$ cat config.mk
export PLATFORM = sky130hd
export DESIGN_NAME = grad2d_stream
export DESIGN_NICKNAME = d
export VERILOG_FILES = /design/src/rtl/grad_pkg.sv /design/src/rtl/line_buffer.sv /design/src/rtl/grad2d_stream.sv
export SDC_FILE = /design/constraint.sdc
export NUM_CORES = 2
export LEC_CHECK = 0
export CORE_MARGIN = 2
export CORE_UTILIZATION = 57
export DETAILED_ROUTE_END_ITERATION = 7
export PLACE_DENSITY_LB_ADDON = 0.25
export SYNTH_ARGS = -nofsm -noshare
export SYNTH_HDL_FRONTEND = slang
export SYNTH_SLANG_ARGS = --single-unit
$ cat constraint.sdc
create_clock -name i_clk -period 11.06 [get_ports i_clk]
set_input_delay 2.212 -clock i_clk [delete_from_list [all_inputs] [get_ports i_clk]]
set_output_delay 2.212 -clock i_clk [all_outputs]
set_load 0.01 [all_outputs]
$ cat src/rtl/grad_pkg.sv
// Shared definitions for the 2-D forward-difference gradient engine:
// frame sequencer states and a width-generic saturating subtract.
package grad_pkg;

    typedef enum logic [2:0] {
        StIdle,
        StFill,
        StStream,
        StFlush,
        StDone
    } state_e;

    localparam int unsigned MaxWidth = 64;

    // Operands arrive sign-extended to MaxWidth; the result is clipped to the
    // signed range of 'width' bits, so the caller keeps only the low bits.
    function automatic logic signed [MaxWidth-1:0] sat_sub(
        input logic signed [MaxWidth-1:0] a,
        input logic signed [MaxWidth-1:0] b,
        input int unsigned                width
    );
        logic signed [MaxWidth:0] diff;
        logic signed [MaxWidth:0] one;
        logic signed [MaxWidth:0] hi;
        logic signed [MaxWidth:0] lo;
        diff   = {a[MaxWidth-1], a} - {b[MaxWidth-1], b};
        one    = '0;
        one[0] = 1'b1;
        hi     = (one <<< (width - 1)) - one;
        lo     = -(one <<< (width - 1));
        if (diff > hi) begin
            return hi[MaxWidth-1:0];
        end else if (diff < lo) begin
            return lo[MaxWidth-1:0];
        end else begin
            return diff[MaxWidth-1:0];
        end
    endfunction

endpackage

$ cat src/rtl/line_buffer.sv
// One-row line buffer: simple dual port, read-first, registered read.
// Storage is deliberately not reset.
module line_buffer #(
    parameter int unsigned WIDTH = 32,
    parameter int unsigned DEPTH = 64,
    parameter int unsigned AW    = 6
) (
    input  logic             i_clk,
    input  logic             we_i,
    input  logic [AW-1:0]    waddr_i,
    input  logic [WIDTH-1:0] wdata_i,
    input  logic             re_i,
    input  logic [AW-1:0]    raddr_i,
    output logic [WIDTH-1:0] rdata_o
);

    logic [WIDTH-1:0] mem_q [DEPTH];
    logic [WIDTH-1:0] rdata_q;

    always_ff @(posedge i_clk) begin
        if (re_i) begin
            rdata_q <= mem_q[raddr_i];
        end
        if (we_i) begin
            mem_q[waddr_i] <= wdata_i;
        end
    end

    assign rdata_o = rdata_q;

endmodule

$ cat src/rtl/grad2d_stream.sv
// Streaming forward-difference gradient (gx, gy) of a raster scalar field with
// Neumann boundary; the last row is replayed from the line buffer in a flush phase.
module grad2d_stream
    import grad_pkg::*;
#(
    parameter int unsigned WIDTH  = 32,
    parameter int unsigned COLS   = 64,
    parameter int unsigned ROWS   = 64,
    parameter int unsigned CADDRW = 6,
    parameter int unsigned RADDRW = 6
) (
    input  logic                    i_clk,
    input  logic                    i_reset,
    input  logic                    i_start,
    input  logic                    i_valid,
    input  logic signed [WIDTH-1:0] i_data,
    output logic                    o_valid,
    output logic signed [WIDTH-1:0] o_gx,
    output logic signed [WIDTH-1:0] o_gy,
    output logic                    o_busy,
    output logic                    o_done
);

    if (COLS < 2 || ROWS < 2 || WIDTH > MaxWidth) begin : g_bad_size
        $error("grad2d_stream: COLS and ROWS must be >= 2 and WIDTH <= 64");
    end

    localparam logic [CADDRW-1:0] LastCol   = CADDRW'(COLS - 1);
    localparam logic [RADDRW-1:0] LastRow   = RADDRW'(ROWS - 1);
    localparam logic [CADDRW+1:0] FlushRds  = (CADDRW + 2)'(COLS);
    localparam logic [CADDRW+1:0] FlushLast = (CADDRW + 2)'(COLS - 1);
    // Last flush read plus the three-stage emission latency of its trailing sample.
    localparam logic [CADDRW+1:0] FlushEnd  = (CADDRW + 2)'(COLS + 2);

    state_e            state_q;
    logic [CADDRW-1:0] col_q;
    logic [RADDRW-1:0] row_q;
    logic [CADDRW+1:0] fcnt_q;

    logic accept, flush_rd, last_col, last_row;
    logic [CADDRW-1:0] lb_raddr;
    logic [WIDTH-1:0]  lb_rdata;
    logic signed [WIDTH-1:0] lb_rd;

    logic                    s1_valid_q, s1_emit_q, s1_last_q, s1_flush_q;
    logic signed [WIDTH-1:0] s1_data_q, prev_rd_q, prev_data_q;
    logic                    s2_valid_q, s2_tail_q, tail_q;
    logic signed [WIDTH-1:0] s2_gx_q, s2_gy_q, s2_tail_gy_q, tail_gy_q;
    logic signed [WIDTH-1:0] gx_d, gy_d, tail_gy_d;

    assign accept   = i_valid && (state_q == StFill || state_q == StStream);
    assign flush_rd = (state_q == StFlush) && (fcnt_q < FlushRds);
    assign last_col = (col_q == LastCol);
    assign last_row = (row_q == LastRow);
    assign lb_raddr = accept ? col_q : fcnt_q[CADDRW-1:0];
    assign lb_rd    = lb_rdata;

    line_buffer #(
        .WIDTH (WIDTH),
        .DEPTH (COLS),
        .AW    (CADDRW)
    ) u_line_buffer (
        .i_clk   (i_clk),
        .we_i    (accept),
        .waddr_i (col_q),
        .wdata_i (i_data),
        .re_i    (accept | flush_rd),
        .raddr_i (lb_raddr),
        .rdata_o (lb_rdata)
    );

    always_ff @(posedge i_clk) begin
        if (i_reset) begin
            state_q <= StIdle;
            col_q   <= '0;
            row_q   <= '0;
            fcnt_q  <= '0;
            o_busy  <= 1'b0;
            o_done  <= 1'b0;
        end else begin
            o_done <= 1'b0;
            unique case (state_q)
                StIdle: begin
                    if (i_start) begin
                        state_q <= StFill;
                        col_q   <= '0;
                        row_q   <= '0;
                        o_busy  <= 1'b1;
                    end
                end
                StFill, StStream: begin
                    if (accept) begin
                        if (last_col) begin
                            col_q <= '0;
                            row_q <= row_q + 1'b1;
                            if (state_q == StFill) begin
                                state_q <= StStream;
                            end else if (last_row) begin
                                state_q <= StFlush;
                                fcnt_q  <= '0;
                            end
                        end else begin
                            col_q <= col_q + 1'b1;
                        end
                    end
                end
                StFlush: begin
                    fcnt_q <= fcnt_q + 1'b1;
                    if (fcnt_q == FlushEnd) begin
                        state_q <= StDone;
                    end
                end
                StDone: begin
                    state_q <= StIdle;
                    o_done  <= 1'b1;
                    o_busy  <= 1'b0;
                end
                default: state_q <= StIdle;
            endcase
        end
    end

    // Flush replays row ROWS-1 through the same pipeline with gy forced to zero.
    always_comb begin
        gx_d      = WIDTH'(sat_sub(MaxWidth'(lb_rd), MaxWidth'(prev_rd_q), WIDTH));
        gy_d      = WIDTH'(sat_sub(MaxWidth'(prev_data_q), MaxWidth'(prev_rd_q), WIDTH));
        tail_gy_d = WIDTH'(sat_sub(MaxWidth'(s1_data_q), MaxWidth'(lb_rd), WIDTH));
        if (s1_flush_q) begin
            gy_d      = '0;
            tail_gy_d = '0;
        end
    end

    always_ff @(posedge i_clk) begin
        if (i_reset) begin
            s1_valid_q <= 1'b0;
            s1_emit_q  <= 1'b0;
            s1_last_q  <= 1'b0;
            s1_flush_q <= 1'b0;
            s2_valid_q <= 1'b0;
            s2_tail_q  <= 1'b0;
            tail_q     <= 1'b0;
            o_valid    <= 1'b0;
            o_gx       <= '0;
            o_gy       <= '0;
        end else begin
            s1_valid_q <= accept | flush_rd;
            s1_flush_q <= flush_rd;
            if (accept) begin
                s1_emit_q <= (state_q == StStream) && (col_q != '0);
                s1_last_q <= (state_q == StStream) && last_col;
                s1_data_q <= i_data;
            end else begin
                s1_emit_q <= flush_rd && (fcnt_q != '0);
                s1_last_q <= flush_rd && (fcnt_q == FlushLast);
            end

            s2_valid_q <= s1_valid_q && s1_emit_q;
            s2_tail_q  <= s1_valid_q && s1_last_q;
            if (s1_valid_q) begin
                prev_rd_q    <= lb_rd;
                prev_data_q  <= s1_data_q;
                s2_gx_q      <= gx_d;
                s2_gy_q      <= gy_d;
                s2_tail_gy_q <= tail_gy_d;
            end

            tail_q    <= s2_tail_q;
            tail_gy_q <= s2_tail_gy_q;

            // A c=0 acceptance never emits, so tail and main slots cannot coincide.
            if (tail_q) begin
                o_valid <= 1'b1;
                o_gx    <= '0;
                o_gy    <= tail_gy_q;
            end else if (s2_valid_q) begin
                o_valid <= 1'b1;
                o_gx    <= s2_gx_q;
                o_gy    <= s2_gy_q;
            end else begin
                o_valid <= 1'b0;
            end
        end
    end

endmodule

==> results <==
- The flow ran to the end, but the final reports show violations.
- The checks that failed: design-rule violations, max-capacitance violations, max-slew violations.
- The number of global-route vias before repair is 60.3k.
- At the pin with the least slew margin, the transition time is 1560 ps.
- The cell type group with the largest total delay on the critical path is simple AND/OR/NAND/NOR gates.
- The maximum fanout encountered on the critical timing path is 19.
- The most frequent standard cell in the layout excluding fill and tap cells is sky130_fd_sc_hd__edfxtp_1.
- The width of the die is 419 um.
- The average wire length per cell after detail routing is 31.6 um.
- The detailed router's first-iteration violation count is 10.9k.
- The type of the tightest min-delay check is register to register.
- The element type at the critical path start is an input port.
- The power density over the cells is 167 nW/um2.
- The number of rows created at floorplan is 152.
- In this run the clock root is driven by a sky130_fd_sc_hd__clkbuf_16.
- The clock power share is 41.8%.
- The final layout contains routed wiring with a total length of 306000 um.
- In this run the power spent charging and discharging nets is 0.00388 W.
- TritonCTS built the clock tree.
- The total negative slack is 0 ps.
- Internal power comes to 0.0144 W.
- In this run, post-CTS hold repair placed 0 buffers.
- The die covers 176000 um2.
- The wire-length estimate of the detail-placed layout is 165000 um.
- The buffers inserted during post-CTS setup optimization is 0.
- The number of clock buffers added by TritonCTS is 228.
- The final-report max-slew violation count came to 12.
- After clock tree synthesis, the clock-pin slew on the worst setup and hold paths is 60 ps.
- The share of synthesized area occupied by flip-flops and latches is 72.4%.
- Setup violations remaining at the end of the flow were counted as 0.
- The floorplan step defined a core boundary enclosing 171000 um2.
- The data arrival time of the critical path is 6790 ps.
- The initial antenna violation count is 19.
- For this design the static power due to leakage is 36.8 nW.
- The worst clock skew is 59.7 ps.
- The maximum number of buffers from clock root to sink is 3.
- In this run, synthesis inferred 2304 flip-flops with an integrated enable.
- Setup repair after global routing left no endpoint under its margin.
- Synthesis produced a netlist whose cell count is 7109.
- The cell area after layout is 109000 um2.
- The synthesized netlist contains 80 unique library cells.
- At the later pin of the worst-skew pair, clock insertion delay measures 900 ps.
- The final hold violation count is 0.
- The area growth from synthesis to layout is 11.2%.
- Of the total power, registers draw 54.9%.
- The global-route wire length before repair is 430000 um.
- Counting flops and latches in the post-synthesis netlist gives 2401.
- The total global-route track usage is 34.6%.
- During I/O placement, the number of pins put on the boundary was 103.
- For this run, design rule violations remaining after detail routing come to 1.
- Together, buffers and inverters on the worst path number 2.
- After synthesis, the share of flip-flops with an asynchronous set or reset is 0%.
- The cell type with the highest occurrence count on the critical path is sky130_fd_sc_hd__nand3_1.
- During placement, the flow inserted port buffers numbering 102.
- The number of levels the H-tree was split into is 4.
- Once detail routing completed, the nets flagged for antenna violations numbered 0.
- STA classifies the critical path endpoint as a register.
- The final route contains 64.3k vias.
- The first detailed-routing pass ran for 8 iterations.
- The worst path uses 56.9% of the clock period.
- The minimum clock period is 6300 ps.
- Per report_power, the combinational group accounts for 3.3% of the total.
- Dividing the detail-routed via count by the number of cells gives 6.64.
- Summing every instance area after synthesis gives 98200 um2.
- Measured on the finished design, the core utilization comes to 63.7%.
- Summed over all layers, the global routing overflow is 0.
- For this configuration, the core starts out at a cell density of 57.3%.
- Yosys printed 0 warnings.
- On the worst path, the slowest cell contributes a delay of 1300 ps.
- Cells with a size suffix above 1 make up 9.85% of the layout.
- The switching share of power is 21.2%.
- Entering global routing, the biggest net connects 177 pins.
- Data on the critical path is required at its endpoint by 11560 ps.
- Routability-driven placement finished with a final weighted congestion of 0.944.
- The number of nets at the end of the flow is 7312.
- The critical path class is input port to register.
- In this run, post-CTS repair resized a total of 0 instances.
- When the netlist entered floorplanning its net count stood at 7250.
- After detailed placement, the total cell area comes to 102000 um2.
- The fmax is 0.159 GHz.
- The flip-flop cell with the highest count after synthesis is sky130_fd_sc_hd__edfxtp_1.
- The signal on the critical path passes through clkdlybuf4s50_1 > nand3_1 > nor2_1 > nand3_1 > nor2_4 > buf_4.
- IR analysis of the VDD net gives a maximum drop of 167 uV.
- The number of clock sinks is 2401.
- Measured against its own limit, the worst slew margin works out to -3.90%.
- Measured along the y axis, the die boundary spans 419 um.
- Among all stages on the critical path, the largest delay is contributed by sky130_fd_sc_hd__nor2_4.
- A synthesized cell averages 13.8 um2.
- Across the run, the number of max-cap violations was 1.
- Leaving out fill and tap cells, the most frequent cells in the layout are 2304 x sky130_fd_sc_hd__edfxtp_1, 1535 x sky130_fd_sc_hd__nand2_1, 646 x sky130_fd_sc_hd__nand3_1.
cell families (layout without fill, tap and decap cells):
group                      Yosys count  count (layout)  share of synthesized area [%]
adders and majority gates          111             111                           1.42
DFF                               2401            2401                           72.4
xor gates and xnor gates            95              95                          0.855
other                                0               8                              0
and+or+nand+nor                   2856            2856                           12.8
buffers and inverters              511             765                           2.34
AOI/OAI and AO/OA                  867             867                           5.85
muxes                              268             268                           4.32
power by group through the flow:
stage	Sequential [W]	Combinational [W]	Clock (W)
6_report	0.0100	0.000603	0.00763
5_1_grt	0.0100	0.000652	0.00800
4_1_cts	0.0100	0.000593	0.00765
3_5_place_dp	0.0102	0.000590	0
3_3_place_gp	0.0102	0.000577	0
2_1_floorplan	0.0102	0.000340	0
cells in the mapped netlist, drive strengths merged (10+ instances only):
| cell type | instances | area share (%) |
|---|---|---|
| mux4 | 124 | 2.8 |
| or4 | 10 | 0.076 |
| o31ai | 10 | 0.076 |
| xor2 | 36 | 0.32 |
| nor4 | 10 | 0.064 |
| o22ai | 31 | 0.20 |
| mux2i | 139 | 1.4 |
| and3 | 120 | 0.76 |
| nand2b | 30 | 0.19 |
| xnor2 | 59 | 0.53 |
| a211oi | 35 | 0.27 |
| a21o | 49 | 0.37 |
| nor2b | 34 | 0.22 |
| a31oi | 107 | 0.68 |
| edfxtp | 2304 | 70 |
| nand4 | 92 | 0.59 |
| a32oi | 12 | 0.11 |
| o21ai | 100 | 0.51 |
| clkbuf | 169 | 0.65 |
| o21bai | 13 | 0.099 |
| o2111ai | 28 | 0.25 |
| and2 | 10 | 0.064 |
| or3 | 20 | 0.13 |
| a22oi | 10 | 0.076 |
| a21oi | 262 | 1.3 |
| o21a | 14 | 0.11 |
| ha | 102 | 1.3 |
| nor2 | 279 | 1.1 |
| o211ai | 12 | 0.092 |
| inv | 106 | 0.41 |
| o31a | 10 | 0.089 |
| a221oi | 32 | 0.29 |
| nand2 | 1538 | 5.9 |
| dfxtp | 97 | 2.0 |
| buf | 236 | 1.3 |
| a311oi | 81 | 0.72 |
| nand3 | 646 | 3.3 |
| nor3 | 39 | 0.21 |
worst reg2reg max path: cells and delay by family, from the launching register on:
family | cells | cell delay, ps
flip-flops | 1 | 700
AND/OR/NAND/NOR | 2 | 790
buffers and inverters | 2 | 330
AO/OA/AOI/OAI | 7 | 2770
adder cells (fa/ha/maj) | 2 | 660
sequential cells by signal, summed over array words and instances, names as in the netlist, 3 cells and up:
register / flops
col_q: 6
u_line_buffer.rdata_o: 32
u_line_buffer.mem_q: 2048
prev_rd_q: 32
row_q: 6
s2_gy_q: 32
o_gy: 32
s1_data_q: 32
tail_gy_q: 32
state_q: 3
fcnt_q: 8
s2_tail_gy_q: 32
o_gx: 32
prev_data_q: 32
s2_gx_q: 32
final timing paths:
| kind | start | end | slack [ps] | cells after the start |
|---|---|---|---|---|
| setup / recovery | i_valid | u_line_buffer.mem_q[30][11]$_DFFE_PP_ | 4760 | 6 |
| hold / removal | s2_tail_gy_q[15]$_SDFFCE_PP0P_ | tail_gy_q[15]$_DFFE_PN_ | 420 | 0 |
| setup reg to reg | u_line_buffer.rdata_o[0]$_DFFE_PP_ | s2_gx_q[9]$_SDFFCE_PN1P_ | 5620 | 13 |
| hold reg to reg | s2_tail_gy_q[15]$_SDFFCE_PP0P_ | tail_gy_q[15]$_DFFE_PN_ | 420 | 0 |
routing by layer:
metal / global-route usage (%) / routed length [um] / vias up / part of all wire [%]
li1: - / - / 26800 / -
met1: 46.0 / 106000 / 31500 / 34
met2: 52.0 / 136000 / 5037 / 44
met3: 10.1 / 45100 / 969 / 15
met4: 18.4 / 19200 / 16 / 6.3
met5: 0 / 283 / - / 0.092
stage by stage:
stage | total power, W | instances | worst slack [ps] | hold WS (ps)
global placement | 0.0108 | 9251 | 4130 | 404
finish | 0.0183 | 9681 | 4760 | 419
global route | 0.0187 | 9676 | 4750 | 427
floorplan | 0.0105 | 7109 | 1010 | 400
CTS | 0.0183 | 9673 | 4960 | 418
detailed placement | 0.0108 | 9251 | 4040 | 405
final cells by class:
cell class / count / area [um2]
antenna: 8 / 20.0
clock buffer: 277 / 5940
clock inverter: 145 / 1340
fill: 12000 / 62200
inverter: 106 / 398
multi-input combinational: 4197 / 25400
sequential: 2401 / 71100
tap: 2310 / 2890
timing repair buffer: 237 / 2040
Note: power is estimated with default switching activity, not from simulation.
